File: src/rtl/lc3_writeback.sv
// LC-3 writeback stage: turns execute results and memory load data into a registered
// one-cycle regfile write pulse, owns the NZP condition codes, tracks one pending load.
module lc3_writeback #(
    parameter int          TIMEOUT  = 255,
    parameter int          CNT_W    = 8,
    parameter logic [2:0]  RESET_CC = 3'b010
) (
    input  logic        clk,
    input  logic        rst,
    input  logic        ex_valid,
    output logic        ex_ready,
    input  logic [2:0]  ex_dr,
    input  logic [15:0] ex_data,
    input  logic        ex_wb_en,
    input  logic        ex_set_cc,
    input  logic        ex_is_load,
    input  logic        mem_rvalid,
    input  logic [15:0] mem_rdata,
    output logic        rf_we,
    output logic [2:0]  rf_dr,
    output logic [15:0] rf_d,
    output logic        cc_n,
    output logic        cc_z,
    output logic        cc_p,
    output logic        busy,
    output logic        mem_err
);

    localparam logic [0:0] ST_IDLE     = 1'b0;
    localparam logic [0:0] ST_WAIT_MEM = 1'b1;

    localparam logic [CNT_W-1:0] CNT_LAST = CNT_W'(TIMEOUT - 1);
    localparam logic [CNT_W-1:0] CNT_ONE  = CNT_W'(1);

    logic [0:0]       state_reg, state_next;
    logic [CNT_W-1:0] cnt_reg, cnt_next;
    logic [2:0]       load_dr_reg, load_dr_next;
    logic             load_set_cc_reg, load_set_cc_next;
    logic             rf_we_reg, rf_we_next;
    logic [2:0]       rf_dr_reg, rf_dr_next;
    logic [15:0]      rf_d_reg, rf_d_next;
    logic [2:0]       cc_reg, cc_next;
    logic             mem_err_reg, mem_err_next;

    logic             in_idle;
    logic             accept;
    logic             timeout_hit;

    function automatic logic [2:0] nzp_of(input logic [15:0] v);
        logic is_zero;
        is_zero = (v == 16'h0000);
        return {v[15], is_zero, ~v[15] & ~is_zero};
    endfunction

    // Handshake outputs depend on state alone so execute never sees an input-to-output path.
    assign in_idle     = (state_reg == ST_IDLE);
    assign ex_ready    = in_idle;
    assign busy        = ~in_idle;
    assign accept      = ex_valid & in_idle;
    assign timeout_hit = (cnt_reg == CNT_LAST);

    always_comb begin
        state_next       = state_reg;
        cnt_next         = cnt_reg;
        load_dr_next     = load_dr_reg;
        load_set_cc_next = load_set_cc_reg;
        rf_we_next       = 1'b0;
        rf_dr_next       = rf_dr_reg;
        rf_d_next        = rf_d_reg;
        cc_next          = cc_reg;
        mem_err_next     = mem_err_reg;

        case (state_reg)
            ST_IDLE: begin
                if (accept) begin
                    if (ex_is_load) begin
                        load_dr_next     = ex_dr;
                        load_set_cc_next = ex_set_cc;
                        cnt_next         = '0;
                        state_next       = ST_WAIT_MEM;
                    end else begin
                        if (ex_wb_en) begin
                            rf_we_next = 1'b1;
                            rf_dr_next = ex_dr;
                            rf_d_next  = ex_data;
                        end
                        if (ex_set_cc) begin
                            cc_next = nzp_of(ex_data);
                        end
                    end
                end
            end

            ST_WAIT_MEM: begin
                // Data arriving on the last allowed cycle still beats the timeout.
                if (mem_rvalid) begin
                    rf_we_next = 1'b1;
                    rf_dr_next = load_dr_reg;
                    rf_d_next  = mem_rdata;
                    if (load_set_cc_reg) begin
                        cc_next = nzp_of(mem_rdata);
                    end
                    cnt_next   = '0;
                    state_next = ST_IDLE;
                end else if (timeout_hit) begin
                    mem_err_next = 1'b1;
                    cnt_next     = '0;
                    state_next   = ST_IDLE;
                end else begin
                    cnt_next = cnt_reg + CNT_ONE;
                end
            end

            default: begin
                state_next = ST_IDLE;
                cnt_next   = '0;
            end
        endcase
    end

    always_ff @(posedge clk) begin
        if (rst) begin
            state_reg       <= ST_IDLE;
            cnt_reg         <= '0;
            load_dr_reg     <= 3'd0;
            load_set_cc_reg <= 1'b0;
            rf_we_reg       <= 1'b0;
            rf_dr_reg       <= 3'd0;
            rf_d_reg        <= 16'h0000;
            mem_err_reg     <= 1'b0;
        end else begin
            state_reg       <= state_next;
            cnt_reg         <= cnt_next;
            load_dr_reg     <= load_dr_next;
            load_set_cc_reg <= load_set_cc_next;
            rf_we_reg       <= rf_we_next;
            rf_dr_reg       <= rf_dr_next;
            rf_d_reg        <= rf_d_next;
            mem_err_reg     <= mem_err_next;
        end
    end

    // Each flag flop takes its own bit of the reset code.
    for (genvar gi = 0; gi < 3; gi++) begin : g_cc
        always_ff @(posedge clk) begin
            if (rst) begin
                cc_reg[gi] <= RESET_CC[gi];
            end else begin
                cc_reg[gi] <= cc_next[gi];
            end
        end
    end

    assign rf_we   = rf_we_reg;
    assign rf_dr   = rf_dr_reg;
    assign rf_d    = rf_d_reg;
    assign cc_n    = cc_reg[2];
    assign cc_z    = cc_reg[1];
    assign cc_p    = cc_reg[0];
    assign mem_err = mem_err_reg;

endmodule
File: config.mk
export PLATFORM = sky130hd
export DESIGN_NAME = lc3_writeback
export DESIGN_NICKNAME = d
export VERILOG_FILES = /design/src/rtl/lc3_writeback.sv
export SDC_FILE = /design/constraint.sdc
export NUM_CORES = 1
export LEC_CHECK = 0
export CORE_ASPECT_RATIO = 1.4
export CORE_UTILIZATION = 52
export CTS_CLUSTER_DIAMETER = 120
export DETAILED_ROUTE_END_ITERATION = 12
export DONT_BUFFER_PORTS = 1
export PLACE_DENSITY = 0.7
export SKIP_CTS_REPAIR_TIMING = 1
export SYNTH_ARGS = -nofsm -noshare
export SYNTH_HDL_FRONTEND = slang
export SYNTH_SLANG_ARGS = --single-unit
File: constraint.sdc
create_clock -name clk -period 1.38 [get_ports clk]
set_input_delay 0.276 -clock clk [delete_from_list [all_inputs] [get_ports clk]]
set_output_delay 0.276 -clock clk [all_outputs]
set_load 0.005 [all_outputs]
== After elaboration in Yosys (flattened, before gate mapping) ==
Index checks and enable logic that the tools add are counted.

* Bits in registers: 37
* Input port bits: 42
* Output and inout port bits: 26
* Word-level logic and storage cells: 67

* Add/sub/neg operators: 1
* Equal/unequal tests: 8
* Mux-type cells: 31
* Bitwise operators: 9
* Reduce and logical (&&, ||, !) cells: 7

{| class="wikitable"
|+ Operators by type and width
! cell !! count
|-
| 16-bit two-way mux || 4
|-
| 16-bit logical NOT || 2
|-
| 8-bit two-way mux || 4
|-
| 16-bit case mux with 2 select lines || 1
|-
| 3-bit two-way mux || 9
|-
| 8-bit case mux with 2 select lines || 1
|-
| 3-bit case mux with 2 select lines || 2
|-
| 2-bit != test, second input constant || 5
|-
| 8-bit by 1-bit adder with 8-bit output, second input constant || 1
|-
| 8-bit == test, second input constant || 1
|-
| 1-bit two-way mux || 8
|-
| 1-bit inverter || 6
|-
| 3-bit AND reduction || 2
|-
| 5-bit AND reduction || 1
|-
| 2-bit by 1-bit != test with 1-bit output, second input constant || 2
|-
| 1-bit case mux with 2 select lines || 2
|-
| 4-bit AND reduction || 1
|-
| 1-bit bitwise AND || 3
|-
| 2-bit AND reduction || 1
|}

== Logic depth before layout (Yosys ltp) ==
Gate-level depths: netlist (run 1).

* Word-level depth: 7
* Mapped depth: 6

== Worst setup path after synthesis (run 1) ==
Ideal clock, no wire load.

* Path type: register to register
* Start: register state_reg, in the netlist busy
* End: register rf_d_reg[13], in the netlist rf_d[13]
* Library setup time: 80 ps
* Data arrival time: 1202 ps
* Path slack: 98 ps
* Cell stages (with the launch flop): 7
* Path buffers: 3
* Period minus slack after synthesis: 1282 ps
* Path through: dfxtp_1 buf_4 nor2_1 a32o_1 buf_6 buf_6 a211oi_2

* Longest elaborated chain between the ends: 4
* Elaborated cells between the ends (all ways): 8
* Those cells by class: 4 x eq/ne; 1 x mux; 2 x bitwise; 1 x reduce/logical

{| class="wikitable"
|+ Ends and longest elaborated chain
! element !! line !! text
|-
| start, declared || 35 || <nowiki>logic [0:0] state_reg, state_next;</nowiki>
|-
| start signal, assigned || 132 || <nowiki>state_reg <= state_next;</nowiki>
|-
| 1-bit inverter (no line) || -- ||
|-
| 1-bit bitwise AND || 59 || <nowiki>assign accept = ex_valid & in_idle;</nowiki>
|-
| 2-bit by 1-bit != test with 1-bit output (no line) || -- ||
|-
| 4-bit AND reduction (no line) || -- ||
|-
| end signal, assigned || 138 || <nowiki>rf_d_reg <= rf_d_next;</nowiki>
|-
| end, declared || 41 || <nowiki>logic [15:0] rf_d_reg, rf_d_next;</nowiki>
|}

Parallel ways exist; a longest one is shown, timed or not.
A chain may end at the register's enable or synchronous reset.

== Worst setup path after layout (run 1) ==
* Start: register state_reg, in the netlist busy
* End: register cnt_reg[1]

* Longest elaborated chain between the ends: 4
* Elaborated cells between the ends (all ways): 6
* Those cells by class: 2 x eq/ne; 1 x mux; 2 x bitwise; 1 x reduce/logical

{| class="wikitable"
|+ Ends and longest elaborated chain
! element !! line !! text
|-
| 1-bit inverter (no line) || -- ||
|-
| 1-bit bitwise AND || 59 ||
|-
| 2-bit by 1-bit != test with 1-bit output (no line) || -- ||
|-
| 2-bit AND reduction (no line) || -- ||
|-
| end signal, assigned || 133 || <nowiki>cnt_reg <= cnt_next;</nowiki>
|-
| end, declared || 36 || <nowiki>logic [CNT_W-1:0] cnt_reg, cnt_next;</nowiki>
|}

Parallel ways exist; a longest one is shown, timed or not.

==> results of run 1 <==
## area by class of cell
type	count	share of cell area, %
Clock buffer	6	3.73
Inverter	3	0.578
Timing Repair Buffer	13	6.49
Sequential cell	37	38.2
Tap cell	39	2.50
Clock inverter	2	0.514
Multi-Input combinational cell	132	48.0
## metrics by stage
stage          area, um^2  power [mW]  hold slack, ns  cells
2_1_floorplan        1740        1.41           0.420    182
3_3_place_gp         1840        1.45           0.344    224
3_5_place_dp         1840        1.47           0.348    224
4_1_cts              1930        2.17          0.0403    232
5_1_grt              1950        2.27          0.0342    232
6_report             1950        2.15          0.0531    232
## power breakdown
| group | switching (mW) | internal (mW) |
|---|---|---|
| registers | 0.0463 | 1.13 |
| logic | 0.139 | 0.133 |
| clock network | 0.353 | 0.349 |
## path summary, 6_finish.rpt
| kind | start | end | slack (ns) |
|---|---|---|---|
| max | busy | cnt_reg[1] | 0.07 |
| min | rst | rf_dr[0] | 0.05 |
| max reg2reg | busy | cnt_reg[1] | 0.07 |
| min reg2reg | load_dr_reg[2] | load_dr_reg[2] | 0.50 |
## cell usage in the layout (no fill, tap or decap), drive strengths merged, types with 3 or more instances in the layout
cell type,Yosys,routed
nor2,37,37
dfxtp,37,37
mux2i,23,23
a211oi,21,21
buf,9,13
nor4,9,9
clkbuf,1,6
a21oi,5,5
nand2,5,5
nor3,5,5
nand3,4,4
inv,3,3
nand4,3,3
xor2,3,3
xnor2,3,3
## metal layers
metal  part of all wire (%)  GRT usage, %
met3                    7.3          8.06
met4                    3.7          13.6
met5                      0             0
met2                     53          42.4
met1                     36          22.0
## worst max-delay path: cells and delay by family, from the launching register on
| kind | cells | cell delay, ns |
|---|---|---|
| buf+inv | 1 | 0.15 |
| compound gates | 3 | 0.72 |
| flops | 1 | 0.36 |
## cells by family (layout without fill, tap and decap cells)
family,count (synthesis),count (layout),share of synthesized area (%)
xor gates and xnor gates,6,6,3.03
adders and majority gates,2,2,1.44
DFF,37,37,42.7
AOI/OAI and AO/OA,32,32,16.1
muxes,23,23,13.3
and+or+nand+nor,69,69,19.1
buffers and inverters,13,24,4.39
==> flow_summary_export.csv, run 1 <==
group,metric,value,unit
synthesis,yosys-top-cells-area,"dfxtp_1, mux2i_1, nor2_1, a211oi_2, a211oi_1",
final_layout,area_growth,12.2,%
floorplan,dieArea,3580,um^2
pwr,p_per_area,1100,nW/um^2
floorplan,fp.dieH,70.4,um
timing,drv_slew,0,
floorplan,coreArea,3150,um^2
critical_path,start_kind,"flip-flop",
global_routing,grt_pass1_wl,6.28,mm
clock_tree,cts_buffers,5,
final_layout,diodes,0,
synthesis,synthCells,182,
global_routing,grt_max_degree,34,
detailed_routing,dr.pass1.iters,4,
timing,final-hold-violation-count,0,
critical_path,end_kind,"flip-flop",
global_routing,antenna_found_initial,0,
critical_path,max_stage_delay,0.36,ns
timing,fin_skew,0.00395,ns
timing,rsz0062_at_grt,"false",
clock_tree,root_buffer,"clkbuf_8",
synthesis,postSynthAreaPerCell,9.54,um^2
detailed_routing,drtAntennaViolNets,0,
critical_path,reg2reg_depth,4,
clock_tree,h-tree-depth,2,
clock_tree,cts_tree,"yes",
critical_path,slowest_stage,"dfxtp_2",
detailed_routing,drt-total-wl,3.91,mm
synthesis,ys_seq_area_share,42.7,%
clock_tree,clockBufferDepth,2,
global_routing,overflow,0,
floorplan,core.rowCount,24,
final_layout,drive_gt1_share,20.2,%
timing,fmax,765,MHz
place,hpwlAfterDp,3.08,mm
job,drv_cap,0,
timing,worst_pin_slew,0.435,ns
timing,period_share,94.7,%
synthesis,synth.top_cell.area_share,42.7,%
critical_path,crit_fanout,8,
timing,fin_ws,0.0731,ns
detailed_routing,drt_iter0_markers,17,
place,routabilityCongestion,0.763,
detailed_routing,route.detailed.drc,0,
status,outcome,"completed",
timing,setup_viol,0,
detailed_routing,wl_per_cell,16.9,um
final_layout,largest_register_ffs,16,
synthesis,synth_cell_types,31,
synthesis,syn_area,1740,um^2
final_layout,finish.utilization,61.8,%
pwr,leakage,0.708,nW
synthesis,yosys-top-cells-count,"dfxtp_1, nor2_1, mux2i_1",
place,numPortBuffers,0,
min_path,holdCritPathClass,"in -> reg",
pwr,ir_drop,0.777,mV
timing,finalSetupTns,0,ns
timing,finalCriticalPeriod,1.31,ns
critical_path,critical_path_arrival,1.52,ns
floorplan,ios,68,
detailed_routing,vias,1405,
synthesis,synth_top_area_cell,"dfxtp_1",
synthesis,synth-seq-cells,37,
floorplan,initial_utilization,55.1,%
detailed_routing,viasPerCell,6.06,
synthesis,synth_edf_count,0,
critical_path,crit_chain,"buf_4 > a21o_1 > a21o_2 > a211oi_2",
critical_path,path_class,"reg -> reg",
final_layout,multi_input_area,936,um^2
synthesis,ys.flop_type,"dfxtp_1",
critical_path,crit_required,1.59,ns
clock_tree,cts_num_sinks,37,
synthesis,synth_fp_nets,226,
clock_tree,clkSlewWorstSetupHoldPaths,0.07,ns
floorplan,dieWidth,50.8,um
final_layout,finalNetCount,236,
global_routing,grt_usage,23.5,%
final_layout,ff_latch_area,743,um^2
synthesis,ys_warn_count,0,
min_path,whs_path_depth,1,
place,pre_cts_ws,-0.0553,ns
global_routing,grt_pass1_vias,1480,
clock_tree,clk_latency,0.28,ns
timing,max-slew-margin-rel,70.7,%
final_layout,fill_cells,286,
synthesis,async_flop_share,0,%
Power figures use the tool's default switching activity.
==> inputs of run 2 (changes only) <==
--- a/config.mk
+++ b/config.mk
@@ -7,10 +7,10 @@
 export LEC_CHECK = 0
 export CORE_ASPECT_RATIO = 1.4
 export CORE_UTILIZATION = 52
-export CTS_CLUSTER_DIAMETER = 120
+export CTS_CLUSTER_DIAMETER = 100
 export DETAILED_ROUTE_END_ITERATION = 12
 export DONT_BUFFER_PORTS = 1
-export PLACE_DENSITY = 0.7
+export PLACE_DENSITY = 0.67
 export SKIP_CTS_REPAIR_TIMING = 1
 export SYNTH_ARGS = -nofsm -noshare
 export SYNTH_HDL_FRONTEND = slang
==> constraint.sdc (replaced) <==
create_clock -name clk -period 1.27 [get_ports clk]
set_input_delay 0.254 -clock clk [delete_from_list [all_inputs] [get_ports clk]]
set_output_delay 0.254 -clock clk [all_outputs]
set_load 0.005 [all_outputs]
==> run 2 against run 1 <==
Effect of this change:
- the run now ends with negative setup slack left
- sequential share of layout area fell by 4.2 points
- register-to-register slack got worse by 0.11 ns
- combinational power rose by 43%
- utilization rose by 8.0 points
- via count rose by 5.3%
- total power rose by 14%
- largest power group unchanged
==> flow_summary_export.csv, run 2 (synthesized netlist as in run 1, its figures left out) <==
group,metric,value,unit
timing,final-hold-violation-count,0,
floorplan,ios,68,
timing,fin_skew,0.00276,ns
pwr,p_per_area,1110,nW/um^2
timing,setup_viol,7,
floorplan,core.rowCount,24,
clock_tree,cts_num_sinks,37,
min_path,holdCritPathClass,"in -> reg",
timing,rsz0062_at_grt,"true",
timing,period_share,103,%
detailed_routing,drt_iter0_markers,18,
pwr,p_clk_share,31.8,%
pwr,sw_frac_of_total,26.4,%
timing,worst_pin_slew,0.433,ns
global_routing,grt_pass1_vias,1475,
floorplan,fp.dieH,70.4,um
clock_tree,clk_latency,0.28,ns
critical_path,critical_path_arrival,1.51,ns
clock_tree,h-tree-depth,2,
critical_path,crit_fanout,8,
timing,drv_slew,0,
detailed_routing,drt-total-wl,4.43,mm
final_layout,area_growth,26.7,%
pwr,p_int,1.80,mW
final_layout,finalNetCount,243,
timing,fmax,763,MHz
critical_path,end_kind,"flip-flop",
critical_path,start_kind,"flip-flop",
floorplan,dieWidth,50.8,um
timing,max-slew-margin-rel,70.9,%
final_layout,fin_area,2200,um^2
pwr,leakage,0.785,nW
critical_path,reg2reg_depth,5,
pwr,switchingPower,0.647,mW
place,hpwlAfterDp,2.93,mm
final_layout,final_common_cell,"dfxtp_1",
clock_tree,cts_buffers,5,
detailed_routing,route.detailed.drc,0,
final_layout,largest_register_ffs,16,
critical_path,crit_required,1.47,ns
critical_path,path_class,"reg -> reg",
pwr,p_comb_share,15.9,%
final_layout,fill_cells,246,
final_layout,final_cell_mix,"dfxtp_1, nor2_1, mux2i_1, a211oi_2, buf_4",
min_path,whs_path_depth,1,
detailed_routing,wl_per_cell,18.6,um
clock_tree,clkSlewWorstSetupHoldPaths,0.07,ns
final_layout,drive_gt1_share,37.5,%
clock_tree,clockBufferDepth,2,
floorplan,dieArea,3580,um^2
detailed_routing,viasPerCell,6.19,
clock_tree,cts_tree,"yes",
global_routing,overflow,0,
floorplan,initial_utilization,55.1,%
timing,finalSetupTns,-0.123,ns
status,outcome,"complete, but fails checks",
pwr,ir_drop,0.964,mV
timing,finalCriticalPeriod,1.31,ns
floorplan,coreArea,3150,um^2
place,numPortBuffers,0,
timing,fin_ws,-0.0410,ns
place,dpl_cell_area,1850,um^2
detailed_routing,drtAntennaViolNets,0,
global_routing,antenna_found_initial,0,
detailed_routing,vias,1480,
clock_tree,root_buffer,"clkbuf_8",
detailed_routing,dr.pass1.iters,4,
global_routing,grt_pass1_wl,6.42,mm
status,violations,"negative setup slack",
place,routabilityCongestion,0.787,
final_layout,diodes,0,
global_routing,grt_max_degree,34,
pwr,seq_power_share,52.2,%
global_routing,grt_usage,24.1,%
job,drv_cap,0,
## run 2: changes by cell type in the layout (fill, tap and decap cells not counted), moves of 2 or more
cell	before	now
nor3_1	4	1
a211oi_1	10	2
nor2_1	37	26
buf_4	10	12
clkbuf_16	0	4
a211oi_2	11	19
nor3_2	1	4
nor2_2	0	10
## run 2: worst max-delay path: stages, from the launching register on
cell	delay [ns]
dfxtp_4	0.38
nor2_4	0.12
a32o_4	0.33
clkbuf_16	0.19
nor2_1	0.04
a211oi_1	0.16
## run 2: final timing paths
| path | startpoint | end | slack (ns) |
|---|---|---|---|
| setup / recovery | busy | rf_d[4] | -0.04 |
| hold / removal | rst | busy | 0.02 |
| setup reg to reg | busy | rf_d[4] | -0.04 |
| hold reg to reg | load_dr_reg[0] | load_dr_reg[0] | 0.50 |
## run 2: metal layers
layer	part of all wire [%]	vias to the layer above	routed length (um)	GRT usage [%]
li1	-	696	-	-
met1	38	711	1690	24.7
met2	52	59	2330	42.2
met3	5.6	14	247	7.19
met4	3.8	0	167	13.6
met5	0	-	0	0
## run 2: power by group through the flow
stage,clock (mW),sequential [mW],combinational [mW]
after floorplan,0,1.29,0.242
after global placement,0,1.30,0.277
after detailed placement,0,1.30,0.288
after CTS,0.806,1.28,0.289
after global routing,0.859,1.29,0.421
final,0.781,1.28,0.390
## run 2: final cells by class
type	count	area [um^2]	share of cell area, %
multi-input combinational	132	1050	47.9
sequential	37	747	33.9
timing repair buffer	20	253	11.5
clock buffer	5	68.8	3.13
tap	39	48.8	2.22
clock inverter	3	17.5	0.796
inverter	3	11.3	0.512
## run 2: metrics by stage
| stage | power [mW] | setup WS [ns] | cells | hold WS, ns | utilization (%) |
|---|---|---|---|---|---|
| floorplan | 1.53 | 0.00912 | 182 | 0.398 | - |
| global placement | 1.58 | -0.0297 | 225 | 0.321 | 58.7 |
| detailed placement | 1.59 | -0.0816 | 225 | 0.322 | 58.7 |
| CTS | 2.37 | -0.102 | 233 | 0.0136 | 61.5 |
| global route | 2.57 | -0.0856 | 239 | 0.00683 | 69.8 |
| finish | 2.45 | -0.0410 | 239 | 0.0224 | 69.8 |
